File: config.mk
export PLATFORM = sky130hd
export DESIGN_NAME = operand_fetch
export DESIGN_NICKNAME = d
export VERILOG_FILES = /design/src/rtl/operand_fetch.sv
export SDC_FILE = /design/constraint.sdc
export NUM_CORES = 1
export LEC_CHECK = 0
export BUFFER_PORTS_ARGS = -buffer_cell sky130_fd_sc_hd__buf_2
export CAP_MARGIN = 15
export CORE_ASPECT_RATIO = 0.8
export CORE_MARGIN = 4
export CORE_UTILIZATION = 62
export DETAILED_ROUTE_END_ITERATION = 16
export GPL_TIMING_DRIVEN = 0
export HOLD_SLACK_MARGIN = 0.06
export PLACE_DENSITY = 0.88
export SLEW_MARGIN = 20
export SYNTH_ARGS = -nofsm -noshare
export SYNTH_HDL_FRONTEND = slang
export SYNTH_SLANG_ARGS = --single-unit
File: constraint.sdc
create_clock -name clk -period 4 [get_ports clk]
set_input_delay 0.8 -clock clk [delete_from_list [all_inputs] [get_ports clk]]
set_output_delay 0.8 -clock clk [all_outputs]
set_load 0.02 [all_outputs]
File: src/rtl/operand_fetch.sv
// rtl/operand_fetch.sv - decode-side operand fetch with pending-write interlock
// Holds the register file, stalls RAW/WAW hazards and registers operands for execute.
module operand_fetch #(
  parameter int DW   = 20,
  parameter int NREG = 16
) (
  input  logic          clk,
  input  logic          rst,
  input  logic          in_valid,
  output logic          in_ready,
  input  logic [DW-1:0] ins,
  input  logic          wb_rw,
  input  logic [3:0]    wb_dest,
  input  logic [DW-1:0] wb_data,
  output logic          out_valid,
  input  logic          out_ready,
  output logic [DW-1:0] out_ins,
  output logic [DW-1:0] out_a,
  output logic [DW-1:0] out_b,
  output logic [3:0]    out_dest,
  output logic          out_rtype,
  output logic          out_lw
);

  localparam int AW = 4;

  localparam logic [3:0] OP_RTYPE = 4'h0;
  localparam logic [3:0] OP_LW    = 4'h1;
  localparam logic [3:0] OP_SW    = 4'h2;

  logic [DW-1:0]   regs_q [NREG];
  logic [DW-1:0]   regs_d [NREG];
  logic [NREG-1:0] pend_q, pend_d;
  logic [NREG-1:0] clr_vec, set_vec, eff;

  logic            out_valid_q, out_valid_d;
  logic [DW-1:0]   out_ins_q, out_ins_d;
  logic [DW-1:0]   out_a_q, out_a_d;
  logic [DW-1:0]   out_b_q, out_b_d;
  logic [AW-1:0]   out_dest_q, out_dest_d;
  logic            out_rtype_q, out_rtype_d;
  logic            out_lw_q, out_lw_d;

  logic [3:0]      op;
  logic [AW-1:0]   rs, rt, rd, dest;
  logic            reads_rt;
  logic            hazard;
  logic            accept;
  logic [DW-1:0]   rs_val, rt_val;

  always_comb begin
    op = ins[19:16];
    rs = ins[15:12];
    rt = ins[11:8];
    rd = ins[7:4];
    reads_rt = (op == OP_RTYPE) || (op == OP_SW);
    case (op)
      OP_RTYPE: dest = rd;
      OP_SW:    dest = '0;
      default:  dest = rt;
    endcase
  end

  // Same-cycle writeback bypasses the array so a retiring producer unblocks its consumer.
  always_comb begin
    rs_val = regs_q[rs];
    if (rs == '0) begin
      rs_val = '0;
    end else if (wb_rw && (wb_dest == rs)) begin
      rs_val = wb_data;
    end
    rt_val = regs_q[rt];
    if (rt == '0) begin
      rt_val = '0;
    end else if (wb_rw && (wb_dest == rt)) begin
      rt_val = wb_data;
    end
  end

  always_comb begin
    for (int i = 0; i < NREG; i++) begin
      clr_vec[i] = wb_rw && (wb_dest == AW'(i));
    end
    eff    = pend_q & ~clr_vec;
    eff[0] = 1'b0;
    hazard = in_valid && (eff[rs] || (reads_rt && eff[rt]) || eff[dest]);
  end

  assign in_ready = !hazard && (!out_valid_q || out_ready);
  assign accept   = in_valid && in_ready;

  // Set is OR-ed after the clear so a new claim wins over a same-index retire.
  always_comb begin
    for (int i = 0; i < NREG; i++) begin
      set_vec[i] = accept && (dest != '0) && (dest == AW'(i));
    end
    pend_d = (pend_q & ~clr_vec) | set_vec;
  end

  always_comb begin
    regs_d = regs_q;
    if (wb_rw && (wb_dest != '0)) begin
      regs_d[wb_dest] = wb_data;
    end
  end

  always_comb begin
    out_valid_d = out_valid_q;
    out_ins_d   = out_ins_q;
    out_a_d     = out_a_q;
    out_b_d     = out_b_q;
    out_dest_d  = out_dest_q;
    out_rtype_d = out_rtype_q;
    out_lw_d    = out_lw_q;
    if (accept) begin
      out_valid_d = 1'b1;
      out_ins_d   = ins;
      out_a_d     = rs_val;
      out_b_d     = rt_val;
      out_dest_d  = dest;
      out_rtype_d = (op == OP_RTYPE);
      out_lw_d    = (op == OP_LW);
    end else if (out_ready) begin
      out_valid_d = 1'b0;
    end
  end

  always_ff @(posedge clk) begin
    if (rst) begin
      pend_q      <= '0;
      out_valid_q <= 1'b0;
      out_ins_q   <= '0;
      out_a_q     <= '0;
      out_b_q     <= '0;
      out_dest_q  <= '0;
      out_rtype_q <= 1'b0;
      out_lw_q    <= 1'b0;
      for (int i = 0; i < NREG; i++) begin
        regs_q[i] <= '0;
      end
    end else begin
      pend_q      <= pend_d;
      out_valid_q <= out_valid_d;
      out_ins_q   <= out_ins_d;
      out_a_q     <= out_a_d;
      out_b_q     <= out_b_d;
      out_dest_q  <= out_dest_d;
      out_rtype_q <= out_rtype_d;
      out_lw_q    <= out_lw_d;
      for (int i = 0; i < NREG; i++) begin
        regs_q[i] <= regs_d[i];
      end
    end
  end

  assign out_valid = out_valid_q;
  assign out_ins   = out_ins_q;
  assign out_a     = out_a_q;
  assign out_b     = out_b_q;
  assign out_dest  = out_dest_q;
  assign out_rtype = out_rtype_q;
  assign out_lw    = out_lw_q;

endmodule
# --- Yosys cells after proc, flatten, opt, wreduce, memory -nomap -nowiden ---
# Cells that the tools add are included.
totals:
  regBits: 403
  input_bits: 49
  output_inout_bits: 68
  wordCells: 148
op_classes:
  order_cmp: 7
  eq_ne: 34
  mux: 22
  bitwise_logic: 6
  reduce_logical: 55
ops:
  columns: ["op", "n"]
  rows:
  - ["320-bit bitwise mux", 1]
  - ["20-bit 2-to-1 mux", 9]
  - ["20-bit binary-select mux with 4-bit select", 2]
  - ["20-bit demux with 4-bit select", 1]
  - ["4-bit == test (second input constant)", 16]
  - ["1-bit logical AND", 41]
  - ["4-bit by 3-bit == test with 1-bit output (second input constant)", 8]
  - ["4-bit by 2-bit == test with 1-bit output (second input constant)", 5]
  - ["4-bit logical NOT", 5]
  - ["16-bit bitwise AND", 1]
  - ["16-bit NOT", 1]
  - ["16-bit bitwise OR", 1]
  - ["5-bit >= comparator (second input constant)", 3]
  - ["4-bit by 5-bit less-than comparator with 1-bit output (second input constant)", 3]
  - ["4-bit NOT with 5-bit output", 3]
  - ["1-bit binary-select mux with 4-bit select", 3]
  - ["4-bit by 1-bit == test with 1-bit output (second input constant)", 3]
  - ["4-bit == test", 2]
  - ["4-bit case mux with 2 select lines", 1]
  - ["4-bit nonzero test", 2]
  - ["5-bit by 1-bit less-than comparator with 1-bit output (second input constant)", 1]
  - ["1-bit 2-to-1 mux", 5]
  - ["1-bit logical OR", 4]
  - ["1-bit logical NOT", 2]
  - ["2-bit nonzero test", 1]

# --- Longest topological paths before layout ---
# Gate-level depths: netlist (run 1).
depth:
  word_depth: 16
  depth_mapped: 12
  ltp_nobuf: 7

# --- Worst setup path before layout (run 1) ---
# No wires, ideal clock.
synth_timing:
  path_kind: "input -> output"
  start: "input port wb_dest[2]"
  end: "output port in_ready"
  arrival_ps: 2927
  required_time_ps: 3200
  slack_ps: 273
  path_stages: 8
  path_buffers: 1
  cell_sequence: "buf_2 -> or3b_1 -> o21ai_0 -> mux2_2 -> o2111ai_1 -> a21bo_2 -> o21ai_0 -> a21boi_0"
synth_between:
  elab_chain_len: 12
  word_cells_on_any_way: 44
  classes_between: "eq/ne: 15; mux: 6; bitwise: 2; reduce/logical: 21"
synth_lines:
  columns: ["element", "line_no", "text"]
  rows:
  - ["start: declaration", "13", "input logic [3:0] wb_dest,"]
  - ["4-bit by 1-bit == test with 1-bit output (tied with other cells)", "82", "clr_vec[i] = wb_rw && (wb_dest == AW'(i));"]
  - ["1-bit logical AND", "82", null]
  - ["16-bit NOT (*)", "84", "eff = pend_q & ~clr_vec;"]
  - ["16-bit bitwise AND (*)", "84", null]
  - ["1-bit binary-select mux with 4-bit select", "86", "hazard = in_valid && (eff[rs] || (reads_rt && eff[rt]) || eff[dest]);"]
  - ["1-bit 2-to-1 mux (not written as such)", "86", null]
  - ["1-bit logical AND", "86", null]
  - ["1-bit logical OR", "86", null]
  - ["1-bit logical OR (*)", "86", null]
  - ["1-bit logical AND (*)", "86", null]
  - ["1-bit logical NOT (*)", "89", "assign in_ready = !hazard && (!out_valid_q || out_ready);"]
  - ["1-bit logical AND (*)", "89", null]
  - ["end: declaration", "10", "output logic in_ready,"]
# Mark *: on every way between the ends. The rest lies on a longest branch, timed or not. The select of a mux whose other input is x is not followed.

# --- Final worst setup path (run 1) ---
layout_timing:
  start: "input port ins[12]"
  end: "output port in_ready"
layout_between:
  elab_chain_len: 7
layout_lines:
  columns: ["element", "line_no", "text"]
  rows:
  - ["start: declaration", "11", "input logic [DW-1:0] ins,"]
  - ["1-bit binary-select mux with 4-bit select", "86", null]
  - ["1-bit 2-to-1 mux (not written as such)", "86", null]
  - ["1-bit logical OR (2 in series)", "86", null]
  - ["1-bit logical AND", "86", null]
  - ["1-bit logical NOT", "89", null]
  - ["1-bit logical AND", "89", null]
# Every way passes these cells. The select of a mux whose other input is x is not followed.

==> results of run 1 <==
cell usage in the layout (no fill, tap or decap), drive strengths merged, types with 4 or more instances in the layout:
| cell | count |
|---|---|
| a21oi | 305 |
| buf | 125 |
| clkbuf | 244 |
| clkinv | 11 |
| dfxtp | 402 |
| diode | 5 |
| inv | 9 |
| mux2 | 48 |
| mux2i | 67 |
| mux4 | 202 |
| nand2 | 672 |
| nand2b | 6 |
| nand3 | 5 |
| nor2 | 70 |
| nor2b | 69 |
| o2111ai | 10 |
| o211a | 5 |
| o211ai | 4 |
| o21ai | 20 |
| o22ai | 13 |
| o41a | 6 |
| xor2 | 6 |
sequential cells by signal, summed over array words and instances, names as in the netlist:
register	count
out_dest	4
out_ins	20
regs_q	320
out_a	20
out_rtype	1
out_valid	1
pend_q	15
out_lw	1
out_b	20
routing by layer:
metal	vias up	global-route usage, %
met2	1565	57.4
li1	7877	-
met4	8	11.4
met1	8883	54.5
met3	256	18.4
met5	-	0
cell usage after synthesis (13+ instances only):
library cell  instances
buf_1                27
dfxtp_1             402
buf_2                14
clkbuf_1            177
mux2i_1              67
mux4_2              202
o22ai_1              13
mux2_1               39
nor2b_1              69
a21oi_1             305
nor2_1               70
nand2_1             672
o21ai_0              18
power groups by stage:
stage                     clock [W]  sequential, W  combinational [W]
after CTS                   0.00402        0.00411           0.000898
after detailed placement          0        0.00420           0.000890
after global routing        0.00419        0.00411           0.000971
after global placement            0        0.00419           0.000872
after floorplan                   0        0.00421           0.000567
final                       0.00405        0.00411           0.000941
tightest hold or removal path: stages, from the launching register on:
cell and delay (ns):
dfxtp_1 0.31, nand2_1 0.05, mux2i_1 0.05
layout make-up:
| class | count | share of cell area (%) |
|---|---|---|
| inverters | 8 | 0.132 |
| plain buffers | 226 | 4.17 |
| repair buffers | 87 | 1.94 |
| clock inverters | 17 | 0.758 |
| multi-input cells | 1544 | 49.9 |
| clock buffers | 58 | 5.36 |
| diodes | 5 | 0.0549 |
| well taps | 427 | 2.34 |
| flip-flops and latches | 402 | 35.3 |
timing repair:
| action | in CTS | in global routing |
|---|---|---|
| cloned | 0 | 0 |
| setup buffers | 0 | 0 |
| pin swaps | 0 | 0 |
| setup endpoints to repair | 6 | 24 |
| hold buffers | 0 | 0 |
| gates resized for setup | 12 | 31 |
path summary, 6_finish.rpt:
kind / from / end / slack (ns) / cells after the start
max reg2reg: pend_q[15]$_SDFF_PP0_ / out_a[4]$_SDFFE_PP0P_ / 1.46 / 8
min: out_ins[9]$_SDFFE_PP0P_ / out_ins[9]$_SDFFE_PP0P_ / 0.46 / 2
max: ins[12] / in_ready / -0.06 / 9
min reg2reg: out_ins[9]$_SDFFE_PP0P_ / out_ins[9]$_SDFFE_PP0P_ / 0.46 / 2
kinds of logic after synthesis:
group,Yosys count,synth area share (%)
flops,402,39.6
xor+xnor,8,0.344
compound gates,377,10.2
buf+inv,234,4.66
simple gates,842,16.9
mux,317,28.3
through the flow:
stage	hold slack, ns	std cells	utilization, %	setup WS, ns
after floorplan	0.443	2180	-	0.273
after global placement	0.440	2693	65.8	-0.658
after detailed placement	0.448	2693	65.8	-0.683
after CTS	0.457	2768	70.1	-0.00632
after global routing	0.477	2771	70.3	-0.0908
final	0.460	2774	70.3	-0.0613
==> metrics, run 1 <==
Synth cell types=56; Multi-input gate area=11400 um2; outcome=complete, but fails checks; Root Driver=clkbuf_16; critical path launch point type=input port; routability-driven placement congestion ratio=1.06; uppermost layer routed=met5; Async SR Flop Fraction=0%; # clock sinks=402; worst skew pair latency=0.56 ns; Clk pwr share=44.5%; syn_nets=2229; critical path's slowest cell=buf_1; gr usage total=39.8%; synthesized area=20300 um2; Synth Flop Type=dfxtp_1; Synth Instances=2180; placed inst area=21300 um2; Routed WL=73.1 mm; Synth area leaders=dfxtp_1, mux4_2, nand2_1; FF/Latch Area=8050 um2; FF+latch count, synth=402; Max Fanout on Critical Path=10; WL met3=13.7 mm; drt drc=0; Data required, critical path=3.20 ns; failing checks=setup timing; crit-path max cell delay=0.73 ns; Die Width=211 um; Reg clk slew, reported paths=0.06 ns; share of cells above drive strength 1=17.8%; maximum clock rate=0.246 GHz; power share of the combinational group=10.3%; worst vdd ir=318 uV; wire length per cell=26.4 um; skew final=0.0115 ns; initial antenna violation count=7; DR iter-0 viols=3102; period utilisation layout=102%; Initial Util=62.8%; Slew Viols, Final=0; DR WL met2=30.5 mm; Worst Hold Class=flip-flop to flip-flop; Reg power frac=45.1%; CTS max path bufs=3; H-Tree Depth=2; RSZ-0062 raised after global routing=true; Worst-Margin Slew=1.03 ns; FP Rows=59; P_sw=0.00240 W; WP buf/inv=4; post-DP HPWL=53.9 mm; CP arrival=3.26 ns; Num CTS Buffers=41; Die Ht=170 um; P_int=0.00670 W; delay-heaviest family, CP=buffers and inverters; Sw Share=26.4%; Crit Path Category=input port to primary output; setup TNS=-0.0613 ns; CTS tree=built; Area Overhead vs Synth=12.0%; first-pass GRT wire length=107 mm; post-synth top area cell=dfxtp_1; Design Area, Final=22800 um2; Max-slew headroom=31.1%; core area=32400 um2; met1 wire length=26.1 mm; ANT nets after route=0; Final Power=0.00910 W; Worst setup EP type=primary output; P_leak=8.12 nW; I/O Pins=117; Final WS setup=-0.0613 ns; Synth Warn #=0; cell mode on critical path=buf_2; detailed-route vias per instance=6.70; power density cells=399 nW/um2; Layout Nets=2359; die area=35800 um2; Final min period=4.06 ns; post-synth top area share=39.6%; crit-path cells=buf_2 > buf_1 > o311ai_0 > o22ai_1 > o22a_1 > buf_2 > o21ai_0 > a21boi_0 > buf_2; endpoints failing setup=1; final hold vios=0; number of synthesized flops with an enable pin=0; register area share after synthesis=39.6%; largest net degree at the start of global routing=16; IO buf count=86; Fillers=2437; vias in the first global route=17800; gr ovfl total=0; synthesized area per cell=9.33 um2; max cap viols=0; drt pass-1 iters=8; DR vias=18600
Power figures use the tool's default switching activity.
==> inputs of run 2 (changes only) <==
CORE_UTILIZATION = 64   (was 62)
CTS_BUF_LIST = sky130_fd_sc_hd__clkbuf_4 sky130_fd_sc_hd__clkbuf_8   (was not set)
PLACE_DENSITY = 0.9   (was 0.88)
==> run 2 against run 1 <==
  * Core utilization grew 1.9 points
  * Combinational power shrank 3.1%
  * Clock power shrank 6.4%
  * Maximum frequency shrank 1.5%
  * The flow still finishes with violations (setup timing)
  * Worst setup slack lost 0.063 ns
  * Critical endpoint unchanged
==> metrics, run 2 (synthesis gave the netlist of run 1 again) <==
core area=31400 um2; Area Overhead vs Synth=11.5%; CTS max path bufs=3; initial antenna violation count=8; Cells after DPL=2686; period utilisation layout=103%; Biggest register=regs_q; Layout Nets=2383; final hold vios=0; Num CTS Buffers=66; worst skew pair latency=0.63 ns; critical path launch point type=input port; most frequent cells in the layout=nand2_1, dfxtp_1, a21oi_1; Final WS setup=-0.124 ns; met1 wire length=24.7 mm; max cap viols=0; first-pass GRT wire length=106 mm; worst vdd ir=231 uV; Die Width=207 um; Final min period=4.12 ns; Worst Hold Class=input port to flip-flop; Slew Viols, Final=0; ANT nets after route=0; failing checks=setup timing; gr ovfl total=0; placed inst area=21300 um2; outcome=complete, but fails checks; hold path start=ins[2]; commonest non-fill, non-tap cell in the layout=nand2_1; Non-Filler Instances=2801; DR iter-0 viols=3035; power density cells=388 nW/um2; FP Rows=58; drt pass-1 iters=6; DR WL met2=30.5 mm; I/O Pins=117; gr usage total=39.7%; WL met3=12.6 mm; max FFs per register=320; worst reg2reg startpoint=pend_q[9]$_SDFF_PP0_; endpoints failing setup=1; Die Ht=167 um; Critical Path Start=wb_rw; skew final=0.0246 ns; vias in the first global route=18400; Max-slew headroom=24.2%; uppermost layer routed=met5; H-Tree Depth=3; pre-CTS setup slack=-0.567 ns; # clock sinks=402; Root Driver=clkbuf_8; DR vias=18700; Crit Path Category=input port to primary output; detailed-route vias per instance=6.67; Max Fanout on Critical Path=10; maximum clock rate=0.242 GHz; RSZ-0062 raised after global routing=true; WHS=0.439 ns; die area=34700 um2; Design Area, Final=22700 um2; Data required, critical path=3.20 ns; routability-driven placement congestion ratio=1.05; share of cells above drive strength 1=18.7%; Routed WL=70.6 mm; CP arrival=3.32 ns; Reg clk slew, reported paths=0.06 ns; largest net degree at the start of global routing=11; cts hold-fix bufs=0; post-DP HPWL=52.7 mm; post-layout util=72.2%; Worst setup EP type=primary output; wire length per cell=25.2 um; Worst-Margin Slew=1.14 ns; CTS tree=built; Initial Util=64.7%; drt drc=0; IO buf count=86; P_leak=8.09 nW
==> run 2: where the power goes <==
| part | switching [W] | total [W] | internal [W] |
|---|---|---|---|
| Combinational | 0.000616 | 0.000912 | 0.000296 |
| Sequential | 0.0000437 | 0.00411 | 0.00407 |
| Clock | 0.00171 | 0.00379 | 0.00208 |
==> run 2: final cells by class <==
cell class                 instances  area [um2]
multi-input combinational       1544       11400
antenna                            6        15.0
sequential                       402        8050
fill                            2230        8740
clock buffer                      99        1220
buffer                           226         930
clock inverter                    10         118
inverter                           8        30.0
timing repair buffer              86         430
tap                              420         526
==> run 2: worst paths after layout <==
path,to,slack (ns),depth (start not counted)
max,in_ready,-0.12,9
min reg2reg,out_ins[8]$_SDFFE_PP0P_,0.46,2
max reg2reg,out_a[19]$_SDFFE_PP0P_,1.41,8
min,out_ins[2]$_SDFFE_PP0P_,0.44,3
==> run 2: routing by layer <==
layer  up-vias  track usage (%)
met1      8935             50.7
met2      1547             59.3
met3       286             19.6
met4        14             13.4
li1       7913                -
met5         -             1.38
==> run 2: timing repair <==
item                       CTS  global route
pin swaps                    0             0
resized for setup            4            12
setup endpoints to repair    1             5
setup buffers                0             0
cloned                       0             0
==> run 2: metrics by stage <==
step           power, W  setup TNS, ns
2_1_floorplan   0.00478              0
5_1_grt         0.00900        -0.0761
3_5_place_dp    0.00507         -15.81
6_report        0.00881         -0.124
3_3_place_gp    0.00504         -13.01
4_1_cts         0.00875              0
==> run 2: critical path: stages <==
cell       delay (ns)
buf_2            0.20
nor3b_1          0.60
nand2_1          0.40
nand4_1          0.21
o2111ai_1        0.23
a21bo_2          0.37
o21ai_0          0.11
a21boi_0         0.20
buf_2            0.20
